[config.mk]
export PLATFORM = sky130hd
export DESIGN_NAME = pdm_decimator
export DESIGN_NICKNAME = d
export VERILOG_FILES = /design/src/rtl/pdm_decimator.sv
export SDC_FILE = /design/constraint.sdc
export NUM_CORES = 1
export LEC_CHECK = 0
export ABC_CLOCK_PERIOD_IN_PS = 5500
export CORE_MARGIN = 2
export CORE_UTILIZATION = 35
export CTS_BUF_LIST = sky130_fd_sc_hd__clkbuf_8
export DETAILED_ROUTE_END_ITERATION = 7
export PLACE_DENSITY = 0.49
export SLEW_MARGIN = 20
export SYNTH_ARGS = -nofsm -noshare
export SYNTH_HDL_FRONTEND = slang
export SYNTH_SLANG_ARGS = --single-unit
[constraint.sdc]
create_clock -name clk -period 5.5 [get_ports clk]
set_input_delay 0.825 -clock clk [delete_from_list [all_inputs] [get_ports clk]]
set_output_delay 0.825 -clock clk [all_outputs]
set_load 0.005 [all_outputs]
[src/rtl/pdm_decimator.sv]
// 3rd-order CIC decimator: 1-bit PDM stream in, DATA_BITS-wide PCM samples out.
// Optional two's-complement output when PDM_DECIMATOR_SIGNED_EN is defined.
module pdm_decimator #(
  parameter int unsigned DATA_BITS     = 12,
  parameter int unsigned DECIM_LOG2    = 6,
  parameter int unsigned WARMUP_FRAMES = 4
) (
  input  logic                 clk,
  input  logic                 rst_n,
  input  logic                 en,
  input  logic                 pdm_in,
  output logic [DATA_BITS-1:0] dout,
  output logic                 dout_valid
);

  localparam int unsigned CW = 3 * DECIM_LOG2;
  localparam int unsigned W  = CW + 1;
  localparam int unsigned FW = (WARMUP_FRAMES > 0) ? $clog2(WARMUP_FRAMES + 1) : 1;

  localparam logic [W-1:0]  FULL_SCALE = {1'b1, {CW{1'b0}}};
  localparam logic [FW-1:0] WARM_LAST  = FW'(WARMUP_FRAMES);

  logic [W-1:0]            int1;
  logic [W-1:0]            int2;
  logic [W-1:0]            int3;
  logic [W-1:0]            int3_nxt;
  logic [DECIM_LOG2-1:0]   dec_cnt;
  logic                    dec_last;
  logic                    dec_stb;
  logic [W-1:0]            samp;
  logic [W-1:0]            s_d;
  logic [W-1:0]            c1_d;
  logic [W-1:0]            c2_d;
  logic [W-1:0]            c1;
  logic [W-1:0]            c2;
  logic [W-1:0]            c3;
  logic [FW-1:0]           fcnt;
  logic                    warm;
  logic [DATA_BITS-1:0]    scaled;
  logic [DATA_BITS-1:0]    dout_nxt;

  // Integrator section: modulo-2^W, wrap is expected and cancelled by the combs.
  always_comb begin
    int3_nxt = int3 + int2;
    dec_last = (dec_cnt == '1);
  end

  always_ff @(posedge clk or negedge rst_n) begin
    if (!rst_n) begin
      int1    <= '0;
      int2    <= '0;
      int3    <= '0;
      dec_cnt <= '0;
    end else if (en) begin
      int1    <= int1 + W'(pdm_in);
      int2    <= int2 + int1;
      int3    <= int3_nxt;
      dec_cnt <= dec_cnt + 1'b1;
    end
  end

  // Decimation point: capture the integrator value being written on this edge.
  always_ff @(posedge clk or negedge rst_n) begin
    if (!rst_n) begin
      dec_stb <= 1'b0;
      samp    <= '0;
    end else begin
      dec_stb <= en && dec_last;
      if (en && dec_last) begin
        samp <= int3_nxt;
      end
    end
  end

  // Comb section runs at the decimated rate, regardless of en.
  always_comb begin
    c1 = samp - s_d;
    c2 = c1 - c1_d;
    c3 = c2 - c2_d;
  end

  always_ff @(posedge clk or negedge rst_n) begin
    if (!rst_n) begin
      s_d  <= '0;
      c1_d <= '0;
      c2_d <= '0;
    end else if (dec_stb) begin
      s_d  <= samp;
      c1_d <= c1;
      c2_d <= c2;
    end
  end

  // Output scaling: an all-ones frame is the single value that does not fit.
  always_comb begin
    scaled = (c3 == FULL_SCALE) ? '1 : c3[CW-1 -: DATA_BITS];
`ifdef PDM_DECIMATOR_SIGNED_EN
    dout_nxt = scaled ^ (DATA_BITS'(1) << (DATA_BITS - 1));
`else
    dout_nxt = scaled;
`endif
  end

  // Warmup: the first WARMUP_FRAMES comb results only prime the delay line.
  always_comb begin
    warm = (fcnt < WARM_LAST);
  end

  always_ff @(posedge clk or negedge rst_n) begin
    if (!rst_n) begin
      fcnt <= '0;
    end else if (dec_stb && warm) begin
      fcnt <= fcnt + 1'b1;
    end
  end

  always_ff @(posedge clk or negedge rst_n) begin
    if (!rst_n) begin
      dout       <= '0;
      dout_valid <= 1'b0;
    end else begin
      dout_valid <= dec_stb && !warm;
      if (dec_stb && !warm) begin
        dout <= dout_nxt;
      end
    end
  end

endmodule
## After elaboration in Yosys (flattened, before gate mapping)

Index checks and enable logic that the tools add are counted.
W data, S select, Z words.

- Register bits after elaboration: 156
- Bits of input ports: 4

- Add/sub/neg operators: 8
- $lt $le $gt $ge: 1
- Equal/unequal tests: 2
- Multiplexer cells: 1
- Reductions and logical operators: 4

Operators with widths:

| cell | number |
|---|---|
| $sub A19 B19 Y19 | 3 |
| $add A19 B19 Y19 | 2 |
| $add A19 B1 Y19 | 1 |
| $eq A19 B19 Y1 const B | 1 |
| $mux W12 | 1 |
| $add A6 B1 Y6 const B | 1 |
| $eq A6 B6 Y1 const B | 1 |
| $add A3 B1 Y3 const B | 1 |
| $logic_and A1 B1 Y1 | 3 |
| $lt A3 B3 Y1 const B | 1 |
| $logic_not A1 Y1 | 1 |

## Logic depth before layout (Yosys ltp)

- Word-level depth: 5
- Mapped depth: 29

## Least setup slack after synthesis

Ideal clock, no wire load.

- Path type: register to register
- Start: reg samp[1]
- End: reg dout[10]
- Arrival time: 5.235 ns
- Data required time: 5.419 ns
- Slack: 0.184 ns
- Cell stages (with the launch flop): 26
- Buffers on the path: 1
- Clock period less this slack: 5.316 ns
- Cell sequence: dfrtp_1 -> ha_1 -> nor2b_1 -> o21ai_0 -> a21boi_0 -> o32ai_1 -> o21ai_0 -> xnor2_1 -> ha_1 -> a21oi_1 -> o31ai_4 -> a21o_2 -> a21o_1 -> xor2_1 -> ha_1 -> a21oi_1 -> o21ai_1 -> or4_1 -> o21a_1 -> a21oi_1 -> xor2_1 -> nand3_1 -> nor3_2 -> nand3b_4 -> buf_6 -> o211ai_2

- Cells in the longest elaborated chain, start to end: 5

Ends and longest elaborated chain:

| element | line | source |
|---|---|---|
| start, declared | 30 | `logic [W-1:0] samp;` |
| start signal, assigned | 70 | `samp <= int3_nxt;` |
| $sub A19 B19 Y19 (*) | 77 | `c1 = samp - s_d;` |
| net c1[9] | 34 | `logic [W-1:0] c1;` |
| $sub A19 B19 Y19 (*) | 78 | `c2 = c1 - c1_d;` |
| net c2[12] | 35 | `logic [W-1:0] c2;` |
| $sub A19 B19 Y19 (*) | 79 | `c3 = c2 - c2_d;` |
| $eq A19 B19 Y1 | 96 | `scaled = (c3 == FULL_SCALE) ? '1 : c3[CW-1 -: DATA_BITS];` |
| $mux W12 (*) | 96 |  |
| end signal, assigned | 124 | `dout <= dout_nxt;` |
| end, declared | 12 | `output logic [DATA_BITS-1:0] dout,` |

Mark *: on every way through the listed nets, which the timed path passes. The rest lies on a longest branch.
A chain may end at the register's enable or synchronous reset.

## Worst setup path after layout

- Start: reg samp[1]
- End: reg dout[11]

Same word-level chain as after synthesis.

==> impl_metrics.json <==
{
  "use_met1_pct": 17.99,
  "area_delta_synth_final_pct": 14.07,
  "slew_viol_final": 0,
  "rsz0062_at_grt": "yes",
  "dp_hpwl_um": 13850,
  "grt_max_degree": 97,
  "synth_seq_cells": 156,
  "final_area_mm2": 0.01136,
  "dieArea_mm2": 0.02982,
  "hold_class": "in2async",
  "grt_pass1_wl_um": 34540,
  "fin_tns_setup_ps": 0,
  "critical_path_class": "reg2reg",
  "crit_path_max_fanout": 6,
  "grt_use_met3_pct": 2.419,
  "ys.flop_type": "dfrtp_1",
  "fill_cells": 2859,
  "dr.pass1.iters": 4,
  "ys_types": 69,
  "relSlewSlack_pct": 40.34,
  "antenna_found_initial": 0,
  "cp_data_arrival_time_ps": 5840,
  "post_dp_cell_area_mm2": 0.01080,
  "hold_violations": 0,
  "finalNonFillerCells": 1512,
  "path_delay_family": "compound AO/OA/AOI/OAI gates",
  "num_rows": 61,
  "htreeDepth": 4,
  "worstSetupStartpointType": "flip-flop",
  "place_congestion": 0.7819,
  "ios": 17,
  "cp_slowest_cell": "dfrtp_1",
  "cts_made_buffers": 17,
  "synth_area_mm2": 0.009960,
  "vias": 7153,
  "clk_pin_slew_worst_paths_ps": 100,
  "outcome": "complete, no violations",
  "hold_ws_ps": 461.1,
  "period_minus_slack_ps": 5480,
  "core_mm2": 0.02793,
  "clockRootBuffer": "clkbuf_8",
  "grt_pass1_vias": 7215,
  "syn_inst": 1059,
  "synth_fp_nets": 1161,
  "tightestPinTransition_ps": 894.9,
  "grtUsageTotal_pct": 13.80,
  "synth-seq-area-share_pct": 39.20,
  "remaining_drc_errors": 0,
  "worst-path-buf-inv": 1,
  "synth_area_per_cell_um2": 9.405,
  "max_cap_violations": 0,
  "clk_path_buf_depth": 2,
  "required_ps": 5860,
  "cts_sinks": 156,
  "die_y_um": 172.7,
  "endpoint_kind": "flip-flop",
  "start_util_pct": 35.65,
  "dp_cells": 1471,
  "critPathMostFrequentCell": "ha_1",
  "drt_iter0_drc": 254,
  "cts_tree": "yes",
  "clkLatencyLatePin_ps": 460,
  "worst_clock_skew_ps": 18.09,
  "drive_above_1_share_pct": 15.34,
  "async_flop_share_pct": 100.0,
  "cp_slowest_stage_delay_ps": 440,
  "routed_via_density": 4.731,
  "finalNetCount": 1223,
  "busiest_layer": "met2",
  "antenna_left": 0,
  "regArea_mm2": 0.003905,
  "use_met2_pct": 23.53,
  "yosysWarnings": 0,
  "wl_per_cell_um": 12.53,
  "io_buffers": 16,
  "multi_input_area_mm2": 0.005712,
  "min_period_over_period_pct": 99.64,
  "antenna_cells": 0,
  "grt-ovfl-total": 0,
  "finalSetupViolCount": 0,
  "die_x_um": 172.7,
  "fmax_mhz": 182.5,
  "synth-edff-count": 0,
  "wl_um": 18950
}
==> stage by stage <==
stage | util (%) | setup WS (ps)
2_1_floorplan | - | 183.7
3_3_place_gp | 38.65 | -139.2
3_5_place_dp | 38.65 | -281.6
4_1_cts | 40.56 | -59.92
5_1_grt | 40.67 | -358.9
6_report | 40.67 | 19.86
==> state kept, by name, summed over array words and instances, names as in the netlist <==
register and cells:
c1_d 19, c2_d 19, dec_cnt 6, dec_stb 1, dout 12, dout_valid 1, fcnt 3, int1 19
int2 19, int3 19, s_d 19, samp 19
==> routing by layer <==
metal | wire (um) | up-vias
met5 | 0 | -
met4 | 182 | 0
met3 | 317 | 8
met2 | 9077 | 42
met1 | 9374 | 3309
li1 | - | 3794
==> worst register-to-register path, delay by kind of cell, from the launching register on <==
| kind | cells | cell delay, ps |
|---|---|---|
| buffers and inverters | 1 | 140 |
| adder cells (fa/ha/maj) | 3 | 970 |
| AND/OR/NAND/NOR | 7 | 1530 |
| XOR/XNOR | 3 | 500 |
| AO/OA/AOI/OAI | 12 | 1820 |
| flip-flops | 1 | 440 |
==> cell usage in the layout, fill, tap and decap left out, types with 4 or more instances in the layout <==
master,netlist,layout
nand2_1,156,155
dfrtp_1,156,155
ha_1,94,93
o21ai_0,89,86
inv_1,85,83
xnor2_1,68,67
a21oi_1,58,55
nor2_1,55,54
buf_4,1,52
mux2_2,39,39
xor2_1,30,30
a21o_1,24,24
clkbuf_8,0,18
nand3_1,16,16
nor3_1,14,14
clkdlybuf4s50_1,0,14
o21a_1,13,12
and3_1,10,10
nand4_1,10,10
nand2b_1,9,9
nor2b_1,7,7
o21bai_1,7,7
a211oi_1,8,7
o211ai_2,7,7
inv_6,0,6
o211ai_1,5,5
a31oi_1,5,5
mux2i_1,5,5
o21ai_1,3,4
or2_2,4,4
==> Yosys cell counts, types with 8 or more instances <==
cell type / instances / share of area, %
o21a_1: 13 / 0.98
xnor2_1: 68 / 6.0
ha_1: 94 / 12
a211oi_1: 8 / 0.60
dfrtp_1: 156 / 39
nor3_1: 14 / 0.70
o21ai_0: 89 / 4.5
xor2_1: 30 / 2.6
and3_1: 10 / 0.63
a21oi_1: 58 / 2.9
a21o_1: 24 / 1.8
clkbuf_1: 17 / 0.64
nand2b_1: 9 / 0.57
nand3_1: 16 / 0.80
nor2_1: 55 / 2.1
nand4_1: 10 / 0.63
nand2_1: 156 / 5.9
mux2_2: 39 / 4.4
inv_1: 85 / 3.2
==> layout make-up <==
| class | count | share of cell area [%] |
|---|---|---|
| Clock buffer | 18 | 2.181 |
| Clock inverter | 14 | 1.289 |
| Inverter | 85 | 2.808 |
| Multi-Input combinational cell | 792 | 50.28 |
| Sequential cell | 156 | 34.37 |
| Tap cell | 378 | 4.163 |
| Timing Repair Buffer | 69 | 4.912 |
==> final timing paths <==
kind | depth (start not counted) | startpoint | slack, ps | endpoint
worst max-delay path | 26 | samp[1]$_DFFE_PN0P_ | 20 | dout[11]$_DFFE_PN0P_
worst min-delay path | 1 | rst_n | 460 | c2_d[2]$_DFFE_PN0P_
worst max register to register | 26 | samp[1]$_DFFE_PN0P_ | 20 | dout[11]$_DFFE_PN0P_
worst min register to register | 1 | fcnt[0]$_DFFE_PN0P_ | 480 | fcnt[0]$_DFFE_PN0P_
max in group asynchronous | 2 | rst_n | 3960 | dec_stb$_DFF_PN0_
min in group clk | 1 | fcnt[0]$_DFFE_PN0P_ | 480 | fcnt[0]$_DFFE_PN0P_
==> cells by family (layout without fill, tap and decap cells) <==
logic type | count (synthesis) | in the layout | synth area share (%)
compound gates | 252 | 252 | 16.28
simple gates | 297 | 298 | 13.45
mux | 44 | 44 | 4.912
flops | 156 | 156 | 39.20
fa+ha+maj | 98 | 98 | 12.61
buf+inv | 112 | 186 | 4.535
xor+xnor | 100 | 100 | 9.008
==> what timing repair did <==
| action | CTS | global route |
|---|---|---|
| endpoints found under the setup margin | 12 | 12 |
| hold buffers | 0 | 0 |
| cloned | 1 | 0 |
| pin swaps | 15 | 8 |
| gates resized for setup | 23 | 4 |
| setup buffers | 6 | 2 |
Power is not shown: default switching activity piles up to over one toggle a cycle in this logic, so the estimate is an artifact.
